### config.mk
export PLATFORM = sky130hd
export DESIGN_NAME = sd_cmd_scheduler_flat
export DESIGN_NICKNAME = d
export VERILOG_FILES = /design/src/rtl/sd_pkg.sv /design/src/rtl/sd_cmd_scheduler_if.sv /design/src/rtl/sd_rr_arbiter.sv /design/src/rtl/sd_cmd_scheduler.sv /design/src/flat_wrapper.sv
export SDC_FILE = /design/constraint.sdc
export NUM_CORES = 1
export LEC_CHECK = 0
export CORE_AREA = 10 10 149 151
export DETAILED_ROUTE_END_ITERATION = 12
export DIE_AREA = 0 0 159 161
export PLACE_DENSITY = 0.85
export SLEW_MARGIN = 10
export SYNTH_ARGS = -nofsm -noshare
export SYNTH_HDL_FRONTEND = slang
export SYNTH_SLANG_ARGS = --single-unit
### constraint.sdc
create_clock -name ex_clk -period 5.4 [get_ports ex_clk]
set_input_delay 1.08 -clock ex_clk [delete_from_list [all_inputs] [get_ports ex_clk]]
set_output_delay 1.08 -clock ex_clk [all_outputs]
set_load 0.05 [all_outputs]
### src/rtl/sd_pkg.sv
// Shared SD host definitions: command/response field layout, response types,
// scheduler status codes and the command index set.
package sd_pkg;

    localparam int CMD_W  = 38;
    localparam int RESP_W = 127;

    localparam int CMD_IDX_MSB  = 37;
    localparam int CMD_IDX_LSB  = 32;
    localparam int CMD_ARG_MSB  = 31;
    localparam int CMD_ARG_LSB  = 0;
    localparam int RESP_IDX_MSB = 125;
    localparam int RESP_IDX_LSB = 120;

    typedef enum logic [1:0] {
        RESP_NONE = 2'd0,
        RESP_R1   = 2'd1,
        RESP_R3   = 2'd2,
        RESP_R2   = 2'd3
    } resp_type_e;

    typedef enum logic [2:0] {
        ST_OK        = 3'd0,
        ST_CRC_ERR   = 3'd1,
        ST_TIMEOUT   = 3'd2,
        ST_INDEX_ERR = 3'd3,
        ST_ABORT     = 3'd4
    } sd_status_e;

    typedef enum logic [2:0] {
        S_IDLE      = 3'd0,
        S_SEND      = 3'd1,
        S_WAIT_TX   = 3'd2,
        S_WAIT_RESP = 3'd3,
        S_GAP       = 3'd4
    } sched_state_e;

    localparam logic [5:0] CMD0   = 6'd0;
    localparam logic [5:0] CMD2   = 6'd2;
    localparam logic [5:0] CMD3   = 6'd3;
    localparam logic [5:0] CMD7   = 6'd7;
    localparam logic [5:0] CMD8   = 6'd8;
    localparam logic [5:0] CMD9   = 6'd9;
    localparam logic [5:0] CMD12  = 6'd12;
    localparam logic [5:0] CMD13  = 6'd13;
    localparam logic [5:0] CMD16  = 6'd16;
    localparam logic [5:0] CMD17  = 6'd17;
    localparam logic [5:0] CMD18  = 6'd18;
    localparam logic [5:0] CMD24  = 6'd24;
    localparam logic [5:0] CMD25  = 6'd25;
    localparam logic [5:0] CMD55  = 6'd55;
    localparam logic [5:0] CMD56  = 6'd56;
    localparam logic [5:0] ACMD6  = 6'd6;
    localparam logic [5:0] ACMD13 = 6'd13;
    localparam logic [5:0] ACMD41 = 6'd41;
    localparam logic [5:0] ACMD51 = 6'd51;

    // R1 and R2 carry a CRC worth checking; R3 has all-ones in the CRC field.
    function automatic logic resp_has_crc(input resp_type_e t);
        return (t == RESP_R1) || (t == RESP_R2);
    endfunction

    function automatic logic resp_has_index(input resp_type_e t);
        return t == RESP_R1;
    endfunction

endpackage

### src/rtl/sd_cmd_scheduler_if.sv
// Requester and serializer/deserializer signals around the CMD-line scheduler.
interface sd_cmd_scheduler_if;
    import sd_pkg::*;

    logic [1:0]         req;
    logic [2*CMD_W-1:0] req_content;
    logic [3:0]         req_resp_type;
    logic [1:0]         gnt;
    logic [1:0]         done;
    logic [2:0]         status;
    logic [RESP_W-1:0]  resp_data;
    logic               send_en;
    logic [CMD_W-1:0]   send_cmd_content;
    logic               R2_response;
    logic               receive_en;
    logic               sd_cmd_sending;
    logic               sd_receive_finished;
    logic               crc_response_err;
    logic [RESP_W-1:0]  response;

    modport slave (
        input  req, req_content, req_resp_type,
        input  sd_cmd_sending, sd_receive_finished, crc_response_err, response,
        output gnt, done, status, resp_data,
        output send_en, send_cmd_content, R2_response, receive_en
    );

    modport master (
        output req, req_content, req_resp_type,
        output sd_cmd_sending, sd_receive_finished, crc_response_err, response,
        input  gnt, done, status, resp_data,
        input  send_en, send_cmd_content, R2_response, receive_en
    );

endinterface

### src/rtl/sd_rr_arbiter.sv
// Two-way round-robin arbiter; lock freezes both the grant and the pointer
// while a command is in flight.
module sd_rr_arbiter (
    input  logic       ex_clk,
    input  logic       reset_n,
    input  logic [1:0] req,
    input  logic       lock,
    output logic [1:0] grant
);

    // Index of the requester granted last; reset to 1 so requester 0 wins first.
    logic last_q;

    always_comb begin
        grant = 2'b00;
        if (!lock) begin
            if (req == 2'b11) begin
                grant = last_q ? 2'b01 : 2'b10;
            end else begin
                grant = req;
            end
        end
    end

    always_ff @(posedge ex_clk or negedge reset_n) begin
        if (!reset_n) begin
            last_q <= 1'b1;
        end else if (grant[0]) begin
            last_q <= 1'b0;
        end else if (grant[1]) begin
            last_q <= 1'b1;
        end
    end

endmodule

### src/rtl/sd_cmd_scheduler.sv
// Shares the SD CMD line between the card FSM and the UART debug path: arbitration,
// response tracking with NCR timeout, CRC retry and N_CC gap enforcement.
//
// state     | meaning
// ----------+----------------------------------------------------------
// IDLE      | no owner; arbitrate and latch the winning command
// SEND      | one-cycle send_en pulse to the serializer
// WAIT_TX   | serializer shifting the command out
// WAIT_RESP | response window, NCR timeout counting down
// GAP       | N_CC idle time, then SEND (retry pending) or IDLE
module sd_cmd_scheduler
    import sd_pkg::*;
#(
    parameter int NCR_CYCLES = 8000,
    parameter int GAP_CYCLES = 1000,
    parameter int MAX_RETRY  = 2,
    parameter int CNT_W      = 16
) (
    input  logic              ex_clk,
    input  logic              reset_n,
    input  logic              software_reset,
    sd_cmd_scheduler_if.slave bus
);

    localparam int RETRY_W = (MAX_RETRY < 1) ? 1 : $clog2(MAX_RETRY + 1);
    localparam logic [CNT_W-1:0]   NCR_LOAD  = CNT_W'(NCR_CYCLES);
    localparam logic [CNT_W-1:0]   GAP_LOAD  = CNT_W'(GAP_CYCLES);
    localparam logic [CNT_W-1:0]   CNT_ONE   = CNT_W'(1);
    localparam logic [RETRY_W-1:0] RETRY_MAX = RETRY_W'(MAX_RETRY);

    sched_state_e       state_q, state_d;
    logic [CNT_W-1:0]   cnt_q, cnt_d;
    logic [RETRY_W-1:0] retry_q, retry_d;
    logic               pend_q, pend_d;
    logic               tx_seen_q, tx_seen_d;
    logic [1:0]         owner_q, owner_d;
    logic [CMD_W-1:0]   cmd_q, cmd_d;
    resp_type_e         type_q, type_d;
    logic [RESP_W-1:0]  resp_q, resp_d;
    sd_status_e         status_q, status_d;
    logic               done_q, done_d;

    logic [1:0]         arb_grant;
    logic               arb_lock;
    logic               cnt_expire;
    logic               idx_match;

    assign arb_lock   = (state_q != S_IDLE);
    // A down-counter at 1 reaches terminal count on this edge.
    assign cnt_expire = (cnt_q <= CNT_ONE);
    assign idx_match  = (bus.response[RESP_IDX_MSB:RESP_IDX_LSB] ==
                         cmd_q[CMD_IDX_MSB:CMD_IDX_LSB]);

    sd_rr_arbiter u_arb (
        .ex_clk  (ex_clk),
        .reset_n (reset_n),
        .req     (bus.req),
        .lock    (arb_lock),
        .grant   (arb_grant)
    );

    always_ff @(posedge ex_clk or negedge reset_n) begin
        if (!reset_n) begin
            state_q   <= S_IDLE;
            cnt_q     <= '0;
            retry_q   <= '0;
            pend_q    <= 1'b0;
            tx_seen_q <= 1'b0;
            owner_q   <= 2'b00;
            cmd_q     <= '0;
            type_q    <= RESP_NONE;
            resp_q    <= '0;
            status_q  <= ST_OK;
            done_q    <= 1'b0;
        end else begin
            state_q   <= state_d;
            cnt_q     <= cnt_d;
            retry_q   <= retry_d;
            pend_q    <= pend_d;
            tx_seen_q <= tx_seen_d;
            owner_q   <= owner_d;
            cmd_q     <= cmd_d;
            type_q    <= type_d;
            resp_q    <= resp_d;
            status_q  <= status_d;
            done_q    <= done_d;
        end
    end

    always_comb begin
        state_d   = state_q;
        cnt_d     = cnt_q;
        retry_d   = retry_q;
        pend_d    = pend_q;
        tx_seen_d = tx_seen_q;
        owner_d   = owner_q;
        cmd_d     = cmd_q;
        type_d    = type_q;
        resp_d    = resp_q;
        status_d  = status_q;
        done_d    = 1'b0;

        if (software_reset && (state_q != S_IDLE)) begin
            state_d  = S_GAP;
            cnt_d    = GAP_LOAD;
            pend_d   = 1'b0;
            done_d   = 1'b1;
            status_d = ST_ABORT;
        end else begin
            case (state_q)
                S_IDLE: begin
                    if (arb_grant != 2'b00) begin
                        owner_d = arb_grant;
                        cmd_d   = arb_grant[1] ? bus.req_content[2*CMD_W-1:CMD_W]
                                               : bus.req_content[CMD_W-1:0];
                        type_d  = resp_type_e'(arb_grant[1] ? bus.req_resp_type[3:2]
                                                            : bus.req_resp_type[1:0]);
                        retry_d = '0;
                        pend_d  = 1'b0;
                        state_d = S_SEND;
                    end
                end
                S_SEND: begin
                    tx_seen_d = 1'b0;
                    state_d   = S_WAIT_TX;
                end
                S_WAIT_TX: begin
                    if (bus.sd_cmd_sending) begin
                        tx_seen_d = 1'b1;
                    end else if (tx_seen_q) begin
                        if (type_q == RESP_NONE) begin
                            state_d  = S_GAP;
                            cnt_d    = GAP_LOAD;
                            done_d   = 1'b1;
                            status_d = ST_OK;
                        end else begin
                            state_d = S_WAIT_RESP;
                            cnt_d   = NCR_LOAD;
                        end
                    end
                end
                S_WAIT_RESP: begin
                    // A finish on the terminal-count cycle still counts as a response.
                    if (bus.sd_receive_finished) begin
                        resp_d  = bus.response;
                        state_d = S_GAP;
                        cnt_d   = GAP_LOAD;
                        if (bus.crc_response_err && resp_has_crc(type_q)) begin
                            if (retry_q < RETRY_MAX) begin
                                retry_d = retry_q + RETRY_W'(1);
                                pend_d  = 1'b1;
                            end else begin
                                done_d   = 1'b1;
                                status_d = ST_CRC_ERR;
                            end
                        end else if (resp_has_index(type_q) && !idx_match) begin
                            done_d   = 1'b1;
                            status_d = ST_INDEX_ERR;
                        end else begin
                            done_d   = 1'b1;
                            status_d = ST_OK;
                        end
                    end else if (cnt_expire) begin
                        state_d  = S_GAP;
                        cnt_d    = GAP_LOAD;
                        done_d   = 1'b1;
                        status_d = ST_TIMEOUT;
                    end else begin
                        cnt_d = cnt_q - CNT_ONE;
                    end
                end
                S_GAP: begin
                    if (cnt_expire) begin
                        pend_d = 1'b0;
                        if (pend_q) begin
                            state_d = S_SEND;
                        end else begin
                            state_d = S_IDLE;
                            owner_d = 2'b00;
                        end
                    end else begin
                        cnt_d = cnt_q - CNT_ONE;
                    end
                end
                default: begin
                    state_d = S_IDLE;
                    owner_d = 2'b00;
                end
            endcase
        end
    end

    assign bus.gnt              = owner_q;
    assign bus.done             = done_q ? owner_q : 2'b00;
    assign bus.status           = status_q;
    assign bus.resp_data        = resp_q;
    assign bus.send_en          = (state_q == S_SEND) && !software_reset;
    assign bus.send_cmd_content = cmd_q;
    assign bus.R2_response      = (owner_q != 2'b00) && (type_q == RESP_R2);
    assign bus.receive_en       = (state_q == S_WAIT_RESP);

endmodule

### src/flat_wrapper.sv
// flat-port wrapper written by rule: the top's interface ports become plain ports
module sd_cmd_scheduler_flat import sd_pkg::*;
#(
    parameter int NCR_CYCLES = 8000,
    parameter int GAP_CYCLES = 1000,
    parameter int MAX_RETRY  = 2,
    parameter int CNT_W      = 16
)
  (ex_clk, reset_n, software_reset, bus_req, bus_req_content, bus_req_resp_type, bus_sd_cmd_sending, bus_sd_receive_finished, bus_crc_response_err, bus_response, bus_gnt, bus_done, bus_status, bus_resp_data, bus_send_en, bus_send_cmd_content, bus_R2_response, bus_receive_en);
  sd_cmd_scheduler_if bus_i ();
  input  logic ex_clk;
  input  logic reset_n;
  input  logic software_reset;
  input wire logic [$bits(bus_i.req)-1:0] bus_req;
  input wire logic [$bits(bus_i.req_content)-1:0] bus_req_content;
  input wire logic [$bits(bus_i.req_resp_type)-1:0] bus_req_resp_type;
  input wire logic [$bits(bus_i.sd_cmd_sending)-1:0] bus_sd_cmd_sending;
  input wire logic [$bits(bus_i.sd_receive_finished)-1:0] bus_sd_receive_finished;
  input wire logic [$bits(bus_i.crc_response_err)-1:0] bus_crc_response_err;
  input wire logic [$bits(bus_i.response)-1:0] bus_response;
  output wire logic [$bits(bus_i.gnt)-1:0] bus_gnt;
  output wire logic [$bits(bus_i.done)-1:0] bus_done;
  output wire logic [$bits(bus_i.status)-1:0] bus_status;
  output wire logic [$bits(bus_i.resp_data)-1:0] bus_resp_data;
  output wire logic [$bits(bus_i.send_en)-1:0] bus_send_en;
  output wire logic [$bits(bus_i.send_cmd_content)-1:0] bus_send_cmd_content;
  output wire logic [$bits(bus_i.R2_response)-1:0] bus_R2_response;
  output wire logic [$bits(bus_i.receive_en)-1:0] bus_receive_en;
  assign bus_i.req = bus_req;
  assign bus_i.req_content = bus_req_content;
  assign bus_i.req_resp_type = bus_req_resp_type;
  assign bus_i.sd_cmd_sending = bus_sd_cmd_sending;
  assign bus_i.sd_receive_finished = bus_sd_receive_finished;
  assign bus_i.crc_response_err = bus_crc_response_err;
  assign bus_i.response = bus_response;
  assign bus_gnt = bus_i.gnt;
  assign bus_done = bus_i.done;
  assign bus_status = bus_i.status;
  assign bus_resp_data = bus_i.resp_data;
  assign bus_send_en = bus_i.send_en;
  assign bus_send_cmd_content = bus_i.send_cmd_content;
  assign bus_R2_response = bus_i.R2_response;
  assign bus_receive_en = bus_i.receive_en;
  sd_cmd_scheduler #(.NCR_CYCLES(NCR_CYCLES), .GAP_CYCLES(GAP_CYCLES), .MAX_RETRY(MAX_RETRY), .CNT_W(CNT_W)) u_core (.ex_clk(ex_clk), .reset_n(reset_n), .software_reset(software_reset), .bus(bus_i));
endmodule
# == Word level (Yosys, flattened, before mapping) ==
# Cells that the tools add are included.
# W data, S select, Z words.
# word_totals
register_bits,197
inputBits,215
# classes
addsub,2
order_cmp,2
n_eq_ne,26
mux,63
bitwise_logic,2
n_reduce_logical,28
# op_table
op,count
$mux W16,6
$mux W3,16
$pmux W16 S3,1
$mux W38,1
$mux W2,13
$mux W1,18
$ne A3 B1 Y1 const B,6
$reduce_and A6 Y1,3
$le A16 B1 Y1 const B,1
$sub A16 B1 Y16 const B,1
$pmux W3 S5,1
$mux W13,1
$reduce_and A5 Y1,2
$reduce_and A3 Y1,3
$ne A2 B1 Y1 const B,4
$reduce_bool A2 Y1,4
$reduce_bool A4 Y1,2
$eq A3 B2 Y1 const B,2
$eq A6 B6 Y1,1
$ne A2 B2 Y1 const B,3
$ne A3 B2 Y1 const B,2
$pmux W2 S3,1
$pmux W3 S2,1
$reduce_bool A3 Y1,2
20 further kinds,28

# == Longest topological paths before layout ==
# logic_depth
ltp_word,8
ltp_mapped,8
ltp_nobuf,7

# == Hierarchy ==
# A second synthesis with hierarchy kept.
# unflattened
hier_cells,677
hier_area_um2,8418.1
# by_module_without_submodules
mod,instances,cells_per_inst,area_per_inst_um2,seq_area_each_um2
sd_cmd_scheduler,1,670,8346.8,4904.7
sd_rr_arbiter,1,7,71.3,26.3

# == Worst setup path after synthesis ==
# Ideal clock, no wire load.
# synth_timing
path_kind,input-to-output
start,input port software_reset
end,output port bus_send_en
t_arrival_ns,2.145
required_ns,4.320
slack_ns,2.175
stages,4
path_buffers,1
cell_sequence,clkbuf_1 > nor2_1 > nand2_1 > nor2_1
# synth_via
elab_chain_len,2
# synth_lines
element,line_no,rtl
from (decl),flat_wrapper.sv:13,input logic software_reset;
$logic_not A1 Y1,sd_cmd_scheduler.sv:197,assign bus.send_en = (state_q == S_SEND) && !software_reset;
$logic_and A1 B1 Y1,sd_cmd_scheduler.sv:197,
to (decl),flat_wrapper.sv:25,output wire logic [$bits(bus_i.send_en)-1:0] bus_send_en;
# No other way between the ends.

# == Worst setup path in the final report ==
# Same ends and word-level chain as after synthesis.

==> results.md <==
* Critical path depth at 5
* Min cycle time layout at 4.16 ns
* Resized Gates After CTS at 0
* Worst R2R Start: u_core.state_q[2]
* WHS Path Cells at 2
* Internal Power at 4.50 mW
* Worst-path cell chain: clkdlybuf4s50_1 > nor2_1 > nand2_1 > nor2_1 > clkdlybuf4s50_1
* Worst EP required at 4.32 ns
* Startpoint type of the worst setup path: input pin
* Final wirelength at 29800 um
* CP startpoint: software_reset
* DRC at 0
* Vias per std cell at 5.16
* Synthesized cell area at 8460 um^2
* Syn_area_per_cell at 11.7 um^2
* Initial Utilization at 44.1%
* Commonest cells post-synth: 196 x dfrtp_1, 130 x mux2_2, 103 x nand2_1, 56 x nor2_1, 41 x a31oi_1
* Synth top area cells: dfrtp_1 58%, mux2_2 17%, nand2_1 4.6%
* Logic gate share of total power at 56.9%
* Async set-or-reset flop fraction in the synthesized netlist at 100%
* Initial antenna violation count at 5
* I/O pin count at 390
* Clock Power Share at 14.5%
* Pwr Total at 8.85 mW
* Reg power frac at 28.5%
* Sink Count at 197
* Core area at 19200 um^2
* Max-cap viol count at 0
* EDFF count, synth at 0
* Leakage at 5.68 nW
* Hold_buf cts at 0
* Die H at 161 um
* Largest net degree at the start of global routing at 102
* Final weighted congestion in routability-driven placement at 0.914
* Root Buffer: clkbuf_16
* Critical Path End Type: primary output
* Clock buffer count from CTS at 17
* Starting DRT DRC Count at 423
* Outcome: complete, no violations
* Postcts setup bufs at 0
* R2R depth at 7
* H-Tree Depth at 4
* Nets at 1313
* Vias in the first global route at 7351
* Power per cell area at 669 nW/um^2
* Placed Area at 12600 um^2
* YS warnings at 0
* Die W at 159 um
* Switch share at 49.2%
* CTS tree: built
* NetSw at 4.35 mW
* Share of cells above drive strength 1 at 16.4%
* # setup viols final at 0
* Net Count, Synth at 938
* Max VDD drop at 0.000490 V
* Rel. slew slack at 34.9%
* RSZ-0062 raised after global routing: no
* Finished Cell Area at 13200 um^2
* Via count at 7120
* GRT Residual Overflow at 0
* Clock Tree Buf Depth at 2
* DR WL/cell at 21.6 um
* Maximum clock rate at 240 MHz
* Hold path start: u_core.tx_seen_q
* Primary FF master, synth: dfrtp_1
* Worst Tran Pin Value at 0.977 ns
* Crit share post-route at 77.1%
* Yosys cell types at 58
* CP top delay family: buffers and inverters
* Post-Synthesis Cells at 721
* Gr usage total at 22.6%
* Crit path DAT at 3.08 ns
* Max incr delay on CP at 0.86 ns
* Row count at 51
* Post-DP HPWL at 23500 um
* Crit-path slowest cell: clkdlybuf4s50_1
* Layout fillers at 1377
* Most numerous cell in the Yosys netlist: dfrtp_1
* Die area at 25600 um^2
* Cell taking the most area after synthesis: dfrtp_1
* Critical path class: input pin to primary output
* Worst path bufs/invs at 2
* Clock skew at 0.0151 ns
* Number of I/O port buffers at 389
* Skew-Pair Late Insertion Delay at 0.44 ns
* Fin util at 68.8%
* First-pass GRT wire length at 45000 um
* Hold Fails Final Rpt at 0
* ANT nets after route at 0
* #FFs+latches synth at 197
* DR pass1 iterations at 5
* Setup_tns at 0 ns
* Clk pin slew, worst setup/hold paths at 0.08 ns
* Sequential area share after synthesis at 58.3%
* Worst Hold Class: flop to flop
* Largest fanout on the critical path at 12
* Final Slew Violations at 0
* Area grow syn2layout at 56.3%
* Top-area cell type share of the netlist area at 58.0%
[cell usage in the layout (no fill, tap or decap), drive strengths merged, types with 5 or more instances in the layout]
cell type / count
inv: 18
mux2: 130
nor2b: 5
nor3: 15
diode: 5
nand2: 104
a21oi: 16
a211oi: 5
nand3: 7
nor2: 56
and3: 6
o21ai: 12
nor4: 7
clkbuf: 19
o31ai: 5
clkinv: 8
buf: 6
clkdlybuf4s50: 388
xnor2: 6
dfrtp: 196
a31oi: 41
[power groups by stage]
stage | combinational (mW) | clock (mW) | sequential, mW
after floorplan | 1.26 | 0 | 4.44
after global placement | 4.99 | 0 | 2.50
after detailed placement | 5.06 | 0 | 2.54
after CTS | 5.07 | 1.31 | 2.52
after global routing | 5.28 | 1.36 | 2.60
final | 5.04 | 1.29 | 2.53
[final cells by class]
class | instances | area [um^2] | share of cell area (%)
Sequential cell | 197 | 4930 | 37.3
Inverter | 12 | 45.0 | 0.341
Clock inverter | 14 | 180 | 1.36
Clock buffer | 18 | 439 | 3.32
Tap cell | 265 | 332 | 2.51
Timing Repair Buffer | 395 | 3960 | 29.9
Antenna cell | 5 | 12.5 | 0.0946
Multi-Input combinational cell | 473 | 3330 | 25.2
[final timing paths]
kind                                                   end  slack (ns)
max                                            bus_send_en        1.24
min                                       u_core.tx_seen_q        0.50
max reg2reg                 u_core.bus.send_cmd_content[5]        2.59
min reg2reg                               u_core.tx_seen_q        0.50
max in group asynchronous                  u_core.cnt_q[8]        3.45
min in group asynchronous  u_core.bus.send_cmd_content[30]        0.69
[sequential cells by signal, summed over array words and instances, names as in the netlist, 2 cells and up]
| register | flops |
|---|---|
| u_core.bus.resp_data | 127 |
| u_core.bus.send_cmd_content | 38 |
| u_core.cnt_q | 16 |
| u_core.bus.status | 3 |
| u_core.state_q | 3 |
| u_core.bus.gnt | 2 |
| u_core.retry_q | 2 |
| u_core.type_q | 2 |
[worst min-delay path, cell delays in order (launching register included)]
cell and delay (ns):
dfrtp_1 0.36, nand2_1 0.05, nand2_1 0.06
[cell families (layout without fill, tap and decap cells)]
| kind of cell | after synthesis | in the layout | share of synthesized area [%] |
|---|---|---|---|
| buf+inv | 51 | 439 | 2.54 |
| other cells | 0 | 5 | 0 |
| mux | 131 | 131 | 17.4 |
| simple gates | 221 | 221 | 11.9 |
| xor+xnor | 6 | 6 | 0.621 |
| fa+ha+maj | 2 | 2 | 0.296 |
| flops | 197 | 197 | 58.3 |
| compound gates | 113 | 113 | 8.96 |
[per-stage QoR]
stage / hold WS, ns / std cells / worst slack [ns]
final: 0.499 / 1379 / 1.24
after detailed placement: 0.478 / 1342 / 1.29
after CTS: 0.499 / 1374 / 1.28
after floorplan: 0.453 / 721 / 2.17
after global placement: 0.482 / 1342 / 1.26
after global routing: 0.514 / 1379 / 1.11
[metal layers]
metal	vias to the layer above	GRT usage, %	routed length, um
met5	-	0	0
met4	0	9.56	835
met3	41	9.41	2870
met2	359	38.8	15000
met1	3401	24.0	11100
li1	3319	-	-
No activity file was read; power rests on OpenSTA's default activity.
